`src/rtl/divider_radix2.sv`:
```
// divider_radix2: iterative 32-bit signed/unsigned restoring divider for the
// execute stage. Produces one quotient bit per cycle and returns
// {remainder, quotient} for the HI/LO path. Holds the pipeline via div_stall.

module divider_radix2 (
  input  logic        clk,
  input  logic        rst,
  input  logic        flush,
  input  logic        stall_ex,
  input  logic [31:0] a,
  input  logic [31:0] b,
  input  logic        valid,
  input  logic        sign,
  output logic        div_stall,
  output logic [63:0] result
);

  typedef enum logic [1:0] {IDLE, BUSY, DONE} state_t;

  state_t      state;
  logic [32:0] rem;
  logic [31:0] quo;
  logic [31:0] divisor;
  logic [4:0]  count;
  logic        neg_q;
  logic        neg_r;

  logic [31:0] a_mag;
  logic [31:0] b_mag;
  logic [33:0] shifted;
  logic [33:0] trial;
  logic [32:0] next_rem;
  logic [31:0] next_quo;
  logic [31:0] fix_quo;
  logic [31:0] fix_rem;

  // Operand magnitudes: signed divides work on absolute values and fix signs at the end
  always_comb begin
    a_mag = (sign && a[31]) ? (~a + 32'd1) : a;
    b_mag = (sign && b[31]) ? (~b + 32'd1) : b;
  end

  // One restoring iteration plus the sign fix-up applied on the final iteration
  always_comb begin
    shifted = {rem, quo[31]};
    trial   = shifted - {2'b00, divisor};
    if (!trial[33]) begin
      next_rem = trial[32:0];
      next_quo = {quo[30:0], 1'b1};
    end else begin
      next_rem = shifted[32:0];
      next_quo = {quo[30:0], 1'b0};
    end
    fix_quo = neg_q ? (~next_quo + 32'd1) : next_quo;
    fix_rem = neg_r ? (~next_rem[31:0] + 32'd1) : next_rem[31:0];
  end

  // Stall the pipeline while a live divide has not yet reached DONE
  assign div_stall = ~rst & valid & ~flush & (state != DONE);

  // Control FSM and datapath registers; reset beats flush, flush beats everything else
  always_ff @(posedge clk) begin
    if (rst) begin
      state   <= IDLE;
      rem     <= 33'd0;
      quo     <= 32'd0;
      divisor <= 32'd0;
      count   <= 5'd0;
      neg_q   <= 1'b0;
      neg_r   <= 1'b0;
      result  <= 64'd0;
    end else if (flush) begin
      state <= IDLE;
    end else begin
      case (state)
        IDLE: begin
          if (valid) begin
            neg_q <= sign & (a[31] ^ b[31]);
            neg_r <= sign & a[31];
            if (b == 32'd0) begin
              result <= {a, 32'hFFFF_FFFF};
              state  <= DONE;
            end else begin
              rem     <= 33'd0;
              quo     <= a_mag;
              divisor <= b_mag;
              count   <= 5'd0;
              state   <= BUSY;
            end
          end
        end
        BUSY: begin
          rem   <= next_rem;
          quo   <= next_quo;
          count <= count + 5'd1;
          if (count == 5'd31) begin
            result <= {fix_rem, fix_quo};
            state  <= DONE;
          end
        end
        DONE: begin
          if (!stall_ex) begin
            state <= IDLE;
          end
        end
        default: state <= IDLE;
      endcase
    end
  end

endmodule

```
`config.mk`:
```
export PLATFORM = sky130hd
export DESIGN_NAME = divider_radix2
export DESIGN_NICKNAME = d
export VERILOG_FILES = /design/src/rtl/divider_radix2.sv
export SDC_FILE = /design/constraint.sdc
export NUM_CORES = 1
export LEC_CHECK = 0
export CAP_MARGIN = 20
export CORE_UTILIZATION = 23
export DETAILED_ROUTE_END_ITERATION = 12
export GPL_TIMING_DRIVEN = 0
export MAX_ROUTING_LAYER = met4
export PLACE_DENSITY_LB_ADDON = 0.08
export SYNTH_ARGS = -nofsm -noshare
export SYNTH_HDL_FRONTEND = slang
export SYNTH_SLANG_ARGS = --single-unit
```
`constraint.sdc`:
```
create_clock -name clk -period 5.7 [get_ports clk]
set_input_delay 1.14 -clock clk [delete_from_list [all_inputs] [get_ports clk]]
set_output_delay 1.14 -clock clk [all_outputs]
set_load 0.02 [all_outputs]
```
## Word-level counts from Yosys, hierarchy flattened

Index checks and enable logic that the tools add are counted.

- Reduce and logical (&&, ||, !) cells: 11
- Multiplexer cells: 24
- Magnitude comparators: 0
- Bitwise gates (word level): 13
- Multiply operators: 0
- Equality and inequality tests: 9
- Div/mod/pow operators: 0
- Shifts and indexed selects: 0
- $add $sub $neg: 6

Operators with widths:

| operator | number |
|---|---|
| $mux 32 | 6 |
| $mux 64 | 3 |
| $add 32x1->32 const B | 4 |
| $not 32->32 | 4 |
| $pmux 64 s2 | 1 |
| $mux 33 | 3 |
| $pmux 33 s2 | 1 |
| $pmux 32 s2 | 1 |
| $sub 34x32->34 | 1 |
| $logic_not 32->1 | 1 |
| $ne 2x2->1 const B | 6 |
| $mux 5 | 2 |
| $pmux 5 s2 | 1 |
| $mux 2 | 4 |
| $reduce_and 4->1 | 2 |
| $pmux 2 s3 | 1 |
| $reduce_and 3->1 | 2 |
| $add 5x1->5 const B | 1 |
| $and 1x1->1 | 5 |
| $eq 5x5->1 const B | 1 |
| $reduce_and 5->1 | 1 |
| $not 1->1 | 3 |
| $eq 2x1->1 const B | 1 |
| $eq 2x2->1 const B | 1 |
| 6 further kinds | 7 |

- Word-level logic and storage cells: 71
- Memories: 0
- Output and inout port bits: 65
- Input bits: 70
- Memory bits (writable): 0
- Bits in latches: 0
- Bits in read-only memories: 0
- Register bits: 170

## Depth between registers and ports, before layout

- Depth after elaboration: 7
- Depth in mapped cells: 25
- Depth with buffers taken out: 21

## Least setup slack after synthesis

OpenSTA, ideal clock, no wires.

- Path kind: reg-to-reg
- From: register divisor[20]
- To: register result[60]
- Required time: 5.586 ns
- Setup time: 0.114 ns
- Slack: 0.320 ns
- Period minus slack after synthesis: 5.380 ns
- Buffers on the path: 4
- Arrival time: 5.266 ns
- Cell stages (with the launch flop): 25
- Cell sequence: dfxtp_1 inv_1 ha_1 buf_6 a21oi_4 nor2_2 o41ai_2 a21boi_1 nor4_2 nor2_4 inv_2 clkbuf_1 buf_2 buf_1 o21ai_0 inv_1 ha_1 nand2_1 a21oi_1 or3b_2 o41ai_1 nand4_1 o21ai_0 xor2_1 a2111oi_0

- Word-level cells in the longest chain between the ends: 7

Ends and longest elaborated chain:

| what | RTL line | source |
|---|---|---|
| start, declared | 23 | `logic [31:0] divisor;` |
| start signal, assigned | 86 | `divisor <= b_mag;` |
| $sub 34x32->34 * | 46 | `trial = shifted - {2'b00, divisor};` |
| $mux 33 * | 47 | `if (!trial[33]) begin` |
| $not 32->32 | 55 | `fix_rem = neg_r ? (~next_rem[31:0] + 32'd1) : next_rem[31:0];` |
| $add 32x1->32 | 55 |  |
| $mux 32 * | 55 |  |
| $mux 64 * | 96 | `if (count == 5'd31) begin` |
| $pmux 64 s2 * | 75 | `case (state)` |
| end signal, assigned | 81 | `result <= {a, 32'hFFFF_FFFF};` |
| end signal, assigned | 97 | `result <= {fix_rem, fix_quo};` |
| end, declared | 15 | `output logic [63:0] result` |

Mark *: on every way between the ends. The rest lies on a longest branch, timed or not. The select of a mux whose other input is x is not followed.
A chain may end at the register's enable or synchronous reset.

## Worst setup path in the final report

- From: register rem[13]
- To: register result[60]

- Word-level cells in the longest chain between the ends: 7

Ends and longest elaborated chain:

| what | RTL line | source |
|---|---|---|
| start, declared | 21 | `logic [32:0] rem;` |
| start signal, assigned | 93 | `rem <= next_rem;` |
| $sub 34x32->34 | 46 |  |
| $mux 33 * | 47 |  |
| $not 32->32 | 55 |  |
| $add 32x1->32 | 55 |  |
| $mux 32 * | 55 |  |
| $mux 64 * | 96 |  |
| $pmux 64 s2 * | 75 |  |

Marks and branches as above.

==> results.md <==
- After synthesis the netlist holds a flip-flop and latch count of 170.
- In this run the worst hold path is classified as flop to flop.
- Global routing consumed, over all layers together, 20.9% of the routing resources.
- The clock latency of the later-clocked register in the worst-skew pair is 520 ps.
- The largest net degree at the start of global routing is 20.
- The number of warnings printed during yosys synthesis is 0.
- The share of total power dissipated in the clock network is 38.3%.
- The overall die area is 0.0527 sq mm.
- The mean cell area of the mapped netlist is 7.45 sq um.
- In the final routed layout, each cell accounts on average for 21.6 um.
- The number of instances in the synthesized netlist is 1599.
- The complex-gate fraction of the synthesized area is 27.4%.
- The largest family of logic cells by synthesized area is compound AO/OA/AOI/OAI gates.
- Setup repair after global routing left no endpoint under its margin.
- The proportion of netlist area held by the largest area contributor is 28.6%.
- The share of post-route cells with drive strength above 1 is 7.10%.
- The worst hold path terminates at divisor[31].
- Data on the critical path is required at its endpoint by 6120 ps.
- In this run the deepest clock path goes through 2 buffers.
- The proportion of power drawn by combinational gates is 23.7%.
- The period utilization is 94.6%.
- Summing all multi-input logic gate instances after layout gives 0.00795 sq mm.
- The final non-filler cell total is 2455.
- Counting instances, the worst hold path has a depth of 2.
- The total area inside the core boundary comes to 0.0512 sq mm.
- The number of antenna violations at the first check in global routing is 0.
- For this design the total switching power over the nets is 0.00113 W.
- Compared with the post-synthesis result, the final layout area differs by 25.2%.
- The synthesized area is 0.0119 sq mm.
- The horizontal extent of the die is 230 um.
- The beginning of the worst hold path is divisor[31].
- Across the routed clock network, the largest skew measured is 13.7 ps.
- The sort of element at the end of the critical path is a flop.
- Fill cells in the final layout number 5684.
- The path type of the worst setup path is flop to flop.
- Along the worst path, the maximum fanout reaches 10.
- After the last flow step, the layout net total stands at 1871.
- The cell depth of the worst flop-to-flop path is 21.
- For this design the ratio of total power to cell area is 221 mW/mm^2.
- The post-synthesis net count is 1708.
- The sequential-to-total area share from yosys stat is 28.6%.
- The top cell type by total area after synthesis is sky130_fd_sc_hd__dfxtp_1.
- The clock tree from TritonCTS is yes.
- The count of antenna-violating nets left after detailed routing is 0.
- The simple logic cell fraction of the synthesized area is 22.0%.
- Global routing finished with a remaining overflow of 0.
- The initial standard-cell utilization of the core is 23.3%.
- In this run the core area contains 83 standard-cell rows.
- The clock input transition at the sequential cells of the worst setup and hold paths is 80 ps.
- The half-perimeter wire length of the detailed placement result is 43200 um.
- The endpoint of the worst-slack reg-to-reg timing path is result[60].
- The first global-routing pass estimated 78900 um of wire.
- The run finished with clean final reports.
- The count of buffers added on input and output ports is 132.
- The number of flops mapped to enable cells by yosys is 0.
- The minimum clock period after layout is 5390 ps.
- The kind of start point of the critical path is a flop.
- During I/O placement, the number of pins put on the boundary was 135.
- The leakage power summed over all cells is 5.31 nW.
- The arrival time of the worst setup path is 5810 ps.
- The multiplexer area fraction after synthesis is 2.62%.
- The number of hold violations in the final report is 0.
- The worst hold margin is 489 ps.
- The number of antenna diodes in the final layout is 0.
- Including well taps, the total number of placed cells is 2413.
- In this run, CTS created clock tree buffers numbering 17.
- The worst setup slack after layout is 309 ps.
- The switching part of the total is 34.2%.
- The tool flagged a number of max-cap violations equal to 0.
- The number of sinks driven by the clock tree is 170.
- Timing would allow up to 0.185 GHz.
- The worst pin sits at a relative slew slack of 31.5%.
- The xor and xnor area share after synthesis is 9.78%.
- The clock tree synthesis step divided the H-tree into 4 levels.
- The register-to-register path setup slack is 310 ps.
- The post-synthesis async set-or-reset flop share is 0%.
- The routed layout has 12300 vias.
- The number of iterations in the first detailed-routing pass is 5.
- The number of global-route vias before repair is 12100.
- The most used flip-flop cell after synthesis is sky130_fd_sc_hd__dfxtp_1.
- The number of violations reported at the end of detailed-routing iteration 0 is 830.
- The number of different library cells in the post-synthesis netlist is 85.
- The worst register-to-register path begins at rem[13].
- In this run the clock root is driven by a sky130_fd_sc_hd__clkbuf_16.
- The peak ir drop on the vdd network is 0.000252 V.
- Measured along the y axis, the die boundary spans 230 um.
- The pin slew with the least headroom to its limit is 1030 ps.
- The routability-driven placement congestion ratio is 0.900.
- Setup violations remaining at the end of the flow were counted as 0.
- The share of power burned in registers is 38.0%.
- Using the TritonRoute via totals, the vias-per-cell ratio works out to 5.01.
- In the routed design, unresolved DRC markers number 0.
- For this block, the routed nets add up to 53000 um of wire.
- The fraction of the mapped netlist area in adder cells is 4.16%.
- At the placement stage, the worst setup path has a slack of -2430 ps.
- The count of pins over their slew limit came to 0.
- The cell-internal power is 0.00217 W.
- Yosys attributes the largest share of cell area to sky130_fd_sc_hd__dfxtp_1 (29%), sky130_fd_sc_hd__nor2_1 (7.6%), sky130_fd_sc_hd__a21oi_1 (6.3%).
- Registers take 0.00341 sq mm.
how the worst max path moves through the flow:
stage	from	endpoint	slack, ps	cells after the start
6_report	rem[13]	result[60]	310	21
5_1_grt	rem[13]	result[60]	30	24
4_1_cts	rem[15]	result[60]	9	23
3_5_place_dp	rem[1]	result[60]	-2430	22
3_3_place_gp	rem[1]	result[60]	-2570	22
2_1_floorplan	divisor[20]	result[60]	320	24
sequential cells by signal, summed over array words and instances (netlist names):
name / cells
count: 5
divisor: 32
neg_q: 1
neg_r: 1
quo: 32
rem: 33
result: 64
state: 2
placed cells by master, fill, tap and decap left out, types with 6 or more instances in the layout:
master	netlist	final
sky130_fd_sc_hd__o21a_1	6	6
sky130_fd_sc_hd__a211oi_1	68	67
sky130_fd_sc_hd__o211ai_1	11	11
sky130_fd_sc_hd__dfxtp_1	170	163
sky130_fd_sc_hd__nand2_1	124	124
sky130_fd_sc_hd__clkdlybuf4s50_1	0	132
sky130_fd_sc_hd__nand4_1	10	10
sky130_fd_sc_hd__clkbuf_16	0	17
sky130_fd_sc_hd__nor4_1	19	19
sky130_fd_sc_hd__and3_1	6	6
sky130_fd_sc_hd__inv_1	57	57
sky130_fd_sc_hd__o21ai_0	102	99
sky130_fd_sc_hd__a21oi_1	149	146
sky130_fd_sc_hd__nor2_1	240	240
sky130_fd_sc_hd__a311oi_1	22	22
sky130_fd_sc_hd__xnor2_1	58	58
sky130_fd_sc_hd__or4_1	13	13
sky130_fd_sc_hd__a21o_1	12	12
sky130_fd_sc_hd__buf_4	0	12
sky130_fd_sc_hd__clkbuf_1	78	77
sky130_fd_sc_hd__xor2_1	75	75
sky130_fd_sc_hd__nand2b_1	14	14
sky130_fd_sc_hd__a22oi_1	23	23
sky130_fd_sc_hd__o41ai_1	13	12
sky130_fd_sc_hd__mux2_2	9	9
sky130_fd_sc_hd__ha_1	38	36
sky130_fd_sc_hd__dfxtp_2	0	7
sky130_fd_sc_hd__buf_2	18	16
sky130_fd_sc_hd__nand3_1	27	27
sky130_fd_sc_hd__nor3_1	52	51
sky130_fd_sc_hd__or3_1	12	12
sky130_fd_sc_hd__mux2i_1	21	20
sky130_fd_sc_hd__a31oi_1	17	17
sky130_fd_sc_hd__o31ai_1	24	23
sky130_fd_sc_hd__a21oi_2	3	6
sky130_fd_sc_hd__and2_1	10	10
layer usage:
layer | part of all wire (%) | track usage, %
met4 | 2.5 | 7.92
met3 | 3.6 | 2.90
met1 | 47 | 26.5
met2 | 47 | 33.5
met5 | 0 | -
logic make-up (layout without fill, tap and decap cells):
group,after synthesis,in the layout
adder cells (fa/ha/maj),39,39
buffers and inverters,163,339
flip-flops,170,170
AND/OR/NAND/NOR,564,564
AO/OA/AOI/OAI,500,500
multiplexers,30,30
XOR/XNOR,133,133
final cells by class:
cell class,count,share of cell area [%]
repair buffers,145,9.57
clock buffers,18,2.95
plain buffers,104,3.05
clock inverters,14,1.07
multi-input cells,1266,53.3
inverters,58,1.48
flip-flops and latches,170,22.9
well taps,680,5.71
timing repair:
item / CTS / global route
buffers inserted: 9 / 2
hold buffers: 0 / 0
setup endpoints to repair: 30 / 10
resized for setup: 21 / 19
pin swaps: 7 / 4
power by group through the flow:
stage / clock network (W) / logic, W / registers [W]
after floorplan: 0 / 0.000478 / 0.00127
after CTS: 0.00130 / 0.000779 / 0.00125
after global routing: 0.00133 / 0.000854 / 0.00126
after detailed placement: 0 / 0.000756 / 0.00128
final: 0.00126 / 0.000780 / 0.00125
after global placement: 0 / 0.000755 / 0.00128
cell usage after synthesis, types with 3 or more instances:
cell type,n
sky130_fd_sc_hd__nor2_1,240
sky130_fd_sc_hd__dfxtp_1,170
sky130_fd_sc_hd__a21oi_1,149
sky130_fd_sc_hd__nand2_1,124
sky130_fd_sc_hd__o21ai_0,102
sky130_fd_sc_hd__clkbuf_1,78
sky130_fd_sc_hd__xor2_1,75
sky130_fd_sc_hd__a211oi_1,68
sky130_fd_sc_hd__xnor2_1,58
sky130_fd_sc_hd__inv_1,57
sky130_fd_sc_hd__nor3_1,52
sky130_fd_sc_hd__ha_1,38
sky130_fd_sc_hd__nand3_1,27
sky130_fd_sc_hd__o31ai_1,24
sky130_fd_sc_hd__a22oi_1,23
sky130_fd_sc_hd__a311oi_1,22
sky130_fd_sc_hd__mux2i_1,21
sky130_fd_sc_hd__nor4_1,19
sky130_fd_sc_hd__buf_2,18
sky130_fd_sc_hd__a31oi_1,17
sky130_fd_sc_hd__nand2b_1,14
sky130_fd_sc_hd__o41ai_1,13
sky130_fd_sc_hd__or4_1,13
sky130_fd_sc_hd__a21o_1,12
sky130_fd_sc_hd__or3_1,12
sky130_fd_sc_hd__o211ai_1,11
sky130_fd_sc_hd__and2_1,10
sky130_fd_sc_hd__nand4_1,10
sky130_fd_sc_hd__mux2_2,9
sky130_fd_sc_hd__buf_1,7
sky130_fd_sc_hd__and3_1,6
sky130_fd_sc_hd__o21a_1,6
sky130_fd_sc_hd__and4_1,5
sky130_fd_sc_hd__nor2b_1,5
sky130_fd_sc_hd__nor3b_1,4
sky130_fd_sc_hd__o21ai_1,4
sky130_fd_sc_hd__o22ai_1,4
sky130_fd_sc_hd__a21oi_2,3
sky130_fd_sc_hd__nand3b_1,3
sky130_fd_sc_hd__o311a_1,3
worst max-delay path, stage by stage, from the launching register on:
cell                        delay (ps)
sky130_fd_sc_hd__dfxtp_1           490
sky130_fd_sc_hd__ha_1              280
sky130_fd_sc_hd__buf_2             180
sky130_fd_sc_hd__a21oi_1           180
sky130_fd_sc_hd__o21ai_0           120
sky130_fd_sc_hd__a21oi_2           260
sky130_fd_sc_hd__a311oi_4          170
sky130_fd_sc_hd__o31a_4            360
sky130_fd_sc_hd__nor2_4            250
sky130_fd_sc_hd__buf_6             240
sky130_fd_sc_hd__buf_6             210
sky130_fd_sc_hd__mux2i_2           290
sky130_fd_sc_hd__ha_2              260
sky130_fd_sc_hd__nand2_1            80
sky130_fd_sc_hd__a21oi_2           150
sky130_fd_sc_hd__or3b_4            430
sky130_fd_sc_hd__o41ai_4           400
sky130_fd_sc_hd__nand4_1           140
sky130_fd_sc_hd__buf_4             180
sky130_fd_sc_hd__o21ai_1           150
sky130_fd_sc_hd__xor2_1            110
sky130_fd_sc_hd__a2111oi_2         360
metrics by stage:
stage | cell area, sq um | setup TNS (ps) | power, W | util, %
2_1_floorplan | 11900 | 0 | 0.00175 | -
3_3_place_gp | 14100 | -40080 | 0.00203 | 27.5
3_5_place_dp | 14100 | -36120 | 0.00204 | 27.5
4_1_cts | 14900 | 0 | 0.00333 | 29.0
5_1_grt | 14900 | 0 | 0.00344 | 29.1
6_report | 14900 | 0 | 0.00329 | 29.1
No activity file was read; power rests on OpenSTA's default activity.
